$ cat src/rtl/masked_arith_accumulator.sv
// Share-wise accumulator for arithmetic-masked samples: sums N_ACC samples (or a flushed partial
// frame) mod 2^K_WIDTH and emits one frame. Define MASKED_ACC_REFRESH_EN to re-randomise shares on emit.
module masked_arith_accumulator #(
  parameter int K_WIDTH  = 16,
  parameter int N_SHARES = 3,
  parameter int N_ACC    = 4,
  localparam int CW      = $clog2(N_ACC + 1)
) (
  input  logic                            clk,
  input  logic                            rst_n,
  input  logic                            ena,
  input  logic                            dvld,
  input  logic [K_WIDTH*N_SHARES-1:0]     i_a,
  input  logic                            flush,
  input  logic [K_WIDTH*(N_SHARES-1)-1:0] rnd,
  output logic [K_WIDTH*N_SHARES-1:0]     o_a,
  output logic [CW-1:0]                   o_cnt,
  output logic                            ovld
);

  typedef logic [N_SHARES-1:0][K_WIDTH-1:0] shares_t;

  shares_t       r_acc;
  shares_t       r_oa;
  logic [CW-1:0] r_cnt;
  logic [CW-1:0] r_ocnt;
  logic          r_ovld;

  shares_t       w_acc_n;
  shares_t       w_out;
  logic [CW-1:0] w_cnt_n;
  logic          w_acc;
  logic          w_emit;

  always_comb begin
    w_acc = ena & dvld;
    for (int i = 0; i < N_SHARES; i++) begin
      w_acc_n[i] = r_acc[i] + (w_acc ? i_a[i*K_WIDTH +: K_WIDTH] : '0);
    end
    w_cnt_n = r_cnt + CW'(w_acc);
    w_emit  = ena & ((w_acc & (r_cnt == CW'(N_ACC - 1))) | (flush & (w_cnt_n != '0)));
  end

`ifdef MASKED_ACC_REFRESH_EN
  // Add a fresh mask to every share but the last, which absorbs their sum so the total is unchanged.
  function automatic shares_t refresh(input shares_t s, input logic [K_WIDTH*(N_SHARES-1)-1:0] r);
    logic [K_WIDTH-1:0] rsum;
    rsum = '0;
    for (int i = 0; i < N_SHARES - 1; i++) begin
      refresh[i] = s[i] + r[i*K_WIDTH +: K_WIDTH];
      rsum       = rsum + r[i*K_WIDTH +: K_WIDTH];
    end
    refresh[N_SHARES-1] = s[N_SHARES-1] - rsum;
  endfunction

  assign w_out = refresh(w_acc_n, rnd);
`else
  logic w_unused_rnd;
  assign w_unused_rnd = ^rnd;
  assign w_out        = w_acc_n;
`endif

  // Output register stage: the emit cycle closes the frame and clears the accumulator in one edge.
  always_ff @(posedge clk or negedge rst_n) begin
    if (!rst_n) begin
      r_acc  <= '0;
      r_cnt  <= '0;
      r_oa   <= '0;
      r_ocnt <= '0;
      r_ovld <= 1'b0;
    end else begin
      r_ovld <= w_emit;
      if (w_emit) begin
        r_oa   <= w_out;
        r_ocnt <= w_cnt_n;
        r_acc  <= '0;
        r_cnt  <= '0;
      end else if (ena) begin
        r_acc  <= w_acc_n;
        r_cnt  <= w_cnt_n;
      end
    end
  end

  assign o_a   = r_oa;
  assign o_cnt = r_ocnt;
  assign ovld  = r_ovld;

endmodule

$ cat config.mk
export PLATFORM = sky130hd
export DESIGN_NAME = masked_arith_accumulator
export DESIGN_NICKNAME = d
export VERILOG_FILES = /design/src/rtl/masked_arith_accumulator.sv
export SDC_FILE = /design/constraint.sdc
export NUM_CORES = 1
export LEC_CHECK = 0
export ABC_AREA = 1
export BUFFER_PORTS_ARGS = -buffer_cell sky130_fd_sc_hd__buf_2
export CAP_MARGIN = 5
export CELL_PAD_IN_SITES_DETAIL_PLACEMENT = 0
export CELL_PAD_IN_SITES_GLOBAL_PLACEMENT = 1
export CORE_ASPECT_RATIO = 1.4
export CORE_MARGIN = 8
export CORE_UTILIZATION = 36
export CTS_CLUSTER_DIAMETER = 40
export DETAILED_ROUTE_END_ITERATION = 12
export PLACE_DENSITY_LB_ADDON = 0.3
export SETUP_SLACK_MARGIN = 0.4
export SLEW_MARGIN = 30
export SYNTH_ARGS = -nofsm -noshare
export SYNTH_HDL_FRONTEND = slang
export SYNTH_SLANG_ARGS = --single-unit
$ cat constraint.sdc
create_clock -name clk -period 1.9 [get_ports clk]
set_input_delay 0.095 -clock clk [delete_from_list [all_inputs] [get_ports clk]]
set_output_delay 0.095 -clock clk [all_outputs]
set_load 0.02 [all_outputs]
# Yosys cells after proc, flatten, opt, wreduce, memory -nomap -nowiden

Index checks and enable logic that the tools add are counted.
Widths: inputs -> output; s select.

Register bits: 103

Equality and inequality tests: 1
Reductions and logical operators: 2
Bitwise logic cells: 5
Add/subtract/negate cells: 4
Multiplexer cells: 7

Operators by type and width:

| cell               | number |
|---|---|
| $mux 48            | 2 |
| $add 16x16->16     | 3 |
| $mux 16            | 3 |
| $mux 3             | 2 |
| $and 1x1->1        | 4 |
| $add 3x1->3        | 1 |
| $eq 3x2->1 const B | 1 |
| $reduce_bool 3->1  | 1 |
| $reduce_bool 2->1  | 1 |
| $or 1x1->1         | 1 |

# Longest topological paths before layout

Word-level depth: 7
Gate-level depth with buffers: 14
Mapped depth without buffers: 13

# Worst setup path before layout

OpenSTA, ideal clock, no wires.

Path kind: in2reg
From: input port ena
To: register r_acc[40] (netlist bit)
Slack: -25 ps
Path buffers: 1
Cell stages on the path: 13
Library setup time: 116 ps
Arrival: 1808 ps
Data required time: 1784 ps
Path through: nand2_2 -> clkbuf_1 -> nor2_1 -> ha_1 -> fa_1 -> nand2_1 -> nand2_1 -> and2_1 -> nand2_1 -> nand2_1 -> xor2_1 -> nand2_1 -> nand2_1

Cells in the longest elaborated chain, start to end: 7

RTL lines:

| what                                                                   | RTL line | source |
|---|---|---|
| start: declaration                                                     | 11       | `input logic ena,` |
| parallel branches: the longest is 7 deep, another holds $add 16x16->16 | --       |  |
| end signal: assignment                                                 | 79       | `r_acc <= w_acc_n;` |
| end: declaration                                                       | 23       | `shares_t r_acc;` |

Parallel ways; which one is timed is not known. The select of a mux whose other input is x is not followed.
A chain may end at the register's enable or synchronous reset.

# Worst setup path after layout

From: register r_cnt[0]
To: register r_acc[38] (netlist bit)

Cells in the longest elaborated chain, start to end: 6

RTL lines:

| what                                         | RTL line | source |
|---|---|---|
| start: declaration                           | 25       | `logic [CW-1:0] r_cnt;` |
| start signal: assignment                     | 80       | `r_cnt <= w_cnt_n;` |
| $add 3x1->3                                  | 40       | `w_cnt_n = r_cnt + CW'(w_acc);` |
| $reduce_bool 3->1                            | 41       | `w_emit = ena & ((w_acc & (r_cnt == CW'(N_ACC - 1))) \| (flush & (w_cnt_n != '0)));` |
| $and 1x1->1                                  | 41       |  |
| $or 1x1->1 *                                 | 41       |  |
| $and 1x1->1 *                                | 41       |  |
| $mux 48 or $reduce_bool 2->1 (tied branches) | --       |  |

Every way passes the cells marked *; elsewhere a longest branch is shown, timed or not.

==> results.md <==
- Antenna diodes: 0
- Max stage delay on crit path: 390 ps
- Cell with the most instances after synthesis: nand2_1
- TritonCTS clock tree: done
- HPWL after detailed placement: between 15 and 20 mm
- Die height: 181 microns
- Number of synthesized flops with an enable pin: 0
- Clk buf depth: 2
- GRT Resource Usage Total: 16.5%
- 1st-iter DRT viols: 349
- Post-synthesis simple-gate area fraction: 37.3%
- Vias per inst: 4.56
- CTS H-tree depth: 3
- RSZ-0062 raised after global routing: true
- Actual slew at the worst max-slew pin: ~490 ps
- Die ar.: 24100 sq um
- Delay-heaviest family, CP: buffers and inverters
- Skew final: 9.98 ps
- Slowest-stage cell, CP: dfrtp_1
- I/O Pins: roughly 140
- # DRC: 0
- Synth top area cells: dfrtp_1 37%, nand2_1 26%, inv_1 8.6%
- Final Cycle Share: 100%
- Util after Layout: 46.9%
- Syn Nets: ~1200
- Maximum VDD drop: 638 uV
- CP Data Arrival Time: 2200 ps
- Routability cong.: ~0.82
- TritonRoute pass-1 iters: 4
- Synth warn: 0
- Final hold vios: 0
- Cell count after synthesis: 1048
- GRT overflow: 0
- Routed WL: between 20 and 25 mm
- Flops & latches, synth: 103
- DIE WIDTH: 134 microns
- Syn_area_per_cell: around 6.7 sq um
- HP Class: in -> reg
- Final #Nets: roughly 1300
- Routed wire per std cell: 14.0 microns
- WS Path Type: reg -> reg
- Ys flop type: dfrtp_1
- Number of global-route vias before repair: roughly 6700
- Core area: 19100 sq um
- Layout cells sized above 1: between 20 and 25%
- Post-synthesis xor/xnor area fraction: 3.14%
- Clock transition time at the flip-flop clock pins of the worst setup and hold paths: 70 ps
- Tmin final: approximately 1900 ps
- Outcome: complete, but fails checks
- CP Launch Type: register
- Clock Latency Late Sink: about 360 ps
- Initial antenna violation count: 0
- Critical path required time: roughly 2200 ps
- CTS Root Cell: clkbuf_16
- Crit. End Element: register
- Post-synth top cells: 476 x nand2_1, 159 x inv_1, 103 x dfrtp_1, 76 x nor2_1, 69 x nand3_1
- Vias: 6635
- Leak pwr: between 5 and 6 nW
- Largest net degree at the start of global routing: between 40 and 50
- Final setup violation count: 1
- Top cell type by total area after synthesis: dfrtp_1
- Area Overhead vs Synth: 28.7%
- Largest family of logic cells by synthesized area: simple AND/OR/NAND/NOR gates
- Register area share after synthesis: 37.0%
- Slew Limit Fails: 0
- Place WS: -77.2 ps
- Adder-Cell Fraction of Synth Area: 9.29%
- Final worst setup slack: -4.84 ps
- Initial Util: 36.4%
- Post-synthesis compound-gate area fraction: 2.55%
- Site row count: 60
- First-pass GRT wire length: 32.5 mm
- Clock sinks: 103
- Total of max-cap violations: 0
- Unique masters post-synth: 25
- PortBufs: 104
- Final hold slack: 108 ps
- Clock buffer count from CTS: 9
- Yosys top cell area share: 37.0%
- CP max FO: 5
- Critical Path, Cell by Cell: ha_2 -> ha_4 -> xor2_4 -> o21ai_4 -> nand2_2 -> nor2_4 -> buf_12 -> buf_12 -> clkbuf_16 -> nand2_1 -> nand2_1
- Mux share of post-synthesis cell area: 0%
- Max_slew headroom: 67.1%
- Failing checks: setup timing
- Final ANT Viol Nets: 0
- PwrDens: 1340 nW/um^2
- Fillers: about 2100
- Ys async rst share: 100%
- F_max: 0.525 GHz
- Netlist area before placement: 6980 sq um
- Crit path buffers/inverters: 3
stage by stage:
step           area [sq um]  setup TNS (ps)  std cells  total power, mW
3_5_place_dp           8250            -900       1428             9.54
3_3_place_gp           8250            -153       1428             9.44
2_1_floorplan          7090               0       1048             7.55
6_report               8970           -4.84       1456             12.0
5_1_grt                8970           -4320       1456             13.0
4_1_cts                8650               0       1447             11.7
worst min-delay path: stages:
cell	delay [ps]
buf_2	120
buf_4	140
o21ai_1	70
layout by cell type (no fill, tap or decap), types with 12 or more instances in the layout:
cell type	count
buf_4	46
nand3_2	20
xor2_1	22
clkbuf_16	13
buf_2	103
buf_12	12
ha_1	41
nand3_1	48
inv_1	158
nand2_1	462
dfrtp_1	103
nand2_2	13
a21oi_1	21
nor2_1	75
timing repair:
action,in CTS,in global routing
gates cloned,1,4
setup buffers,1,5
gates resized for setup,12,42
hold buffers,1,0
endpoints found under the setup margin,103,103
endpoints found under the hold margin,30,0
pin swaps,14,20
metal layers:
| metal | GRT usage [%] | up-vias | part of all wire (%) |
|---|---|---|---|
| met5 | 0 | - | 0 |
| met4 | 4.15 | 0 | 1.1 |
| met3 | 3.14 | 15 | 3.9 |
| met2 | 30.5 | 120 | 51 |
| met1 | 18.8 | 3023 | 44 |
| li1 | - | 3477 | - |
worst paths after layout:
kind | start | end | slack [ps] | depth (start not counted)
worst max-delay path | r_cnt[0] | r_acc[38] | -5 | 11
worst min-delay path | ena | r_cnt[2] | 110 | 3
worst max register to register | r_cnt[0] | r_acc[38] | -5 | 11
worst min register to register | o_a[18] | o_a[18] | 470 | 2
max in group asynchronous | rst_n | r_acc[2] | 1060 | 3
min in group asynchronous | rst_n | o_a[28] | 240 | 2
area by class of cell:
cell class	count	area [sq um]	area share, %
inverters	161	612	6.82
clock inverters	5	56.3	0.627
repair buffers	169	1260	14.1
clock buffers	11	243	2.70
flip-flops and latches	103	2580	28.7
well taps	248	310	3.46
multi-input cells	759	3920	43.6
state kept, by name (all words and copies together), names as in the netlist:
name	flops
o_a	48
o_cnt	3
ovld	1
r_acc	48
r_cnt	3
power breakdown:
part | switching, mW | internal [mW]
Combinational | 3.72 | 2.47
Clock | 0.918 | 1.06
Sequential | 0.637 | 3.22
kinds of logic (layout without fill, tap and decap cells):
group,after synthesis,count (layout)
simple gates,650,650
buf+inv,186,346
flops,103,103
fa+ha+maj,50,50
compound gates,34,34
xor+xnor,25,25
Note: power is estimated with default switching activity, not from simulation.
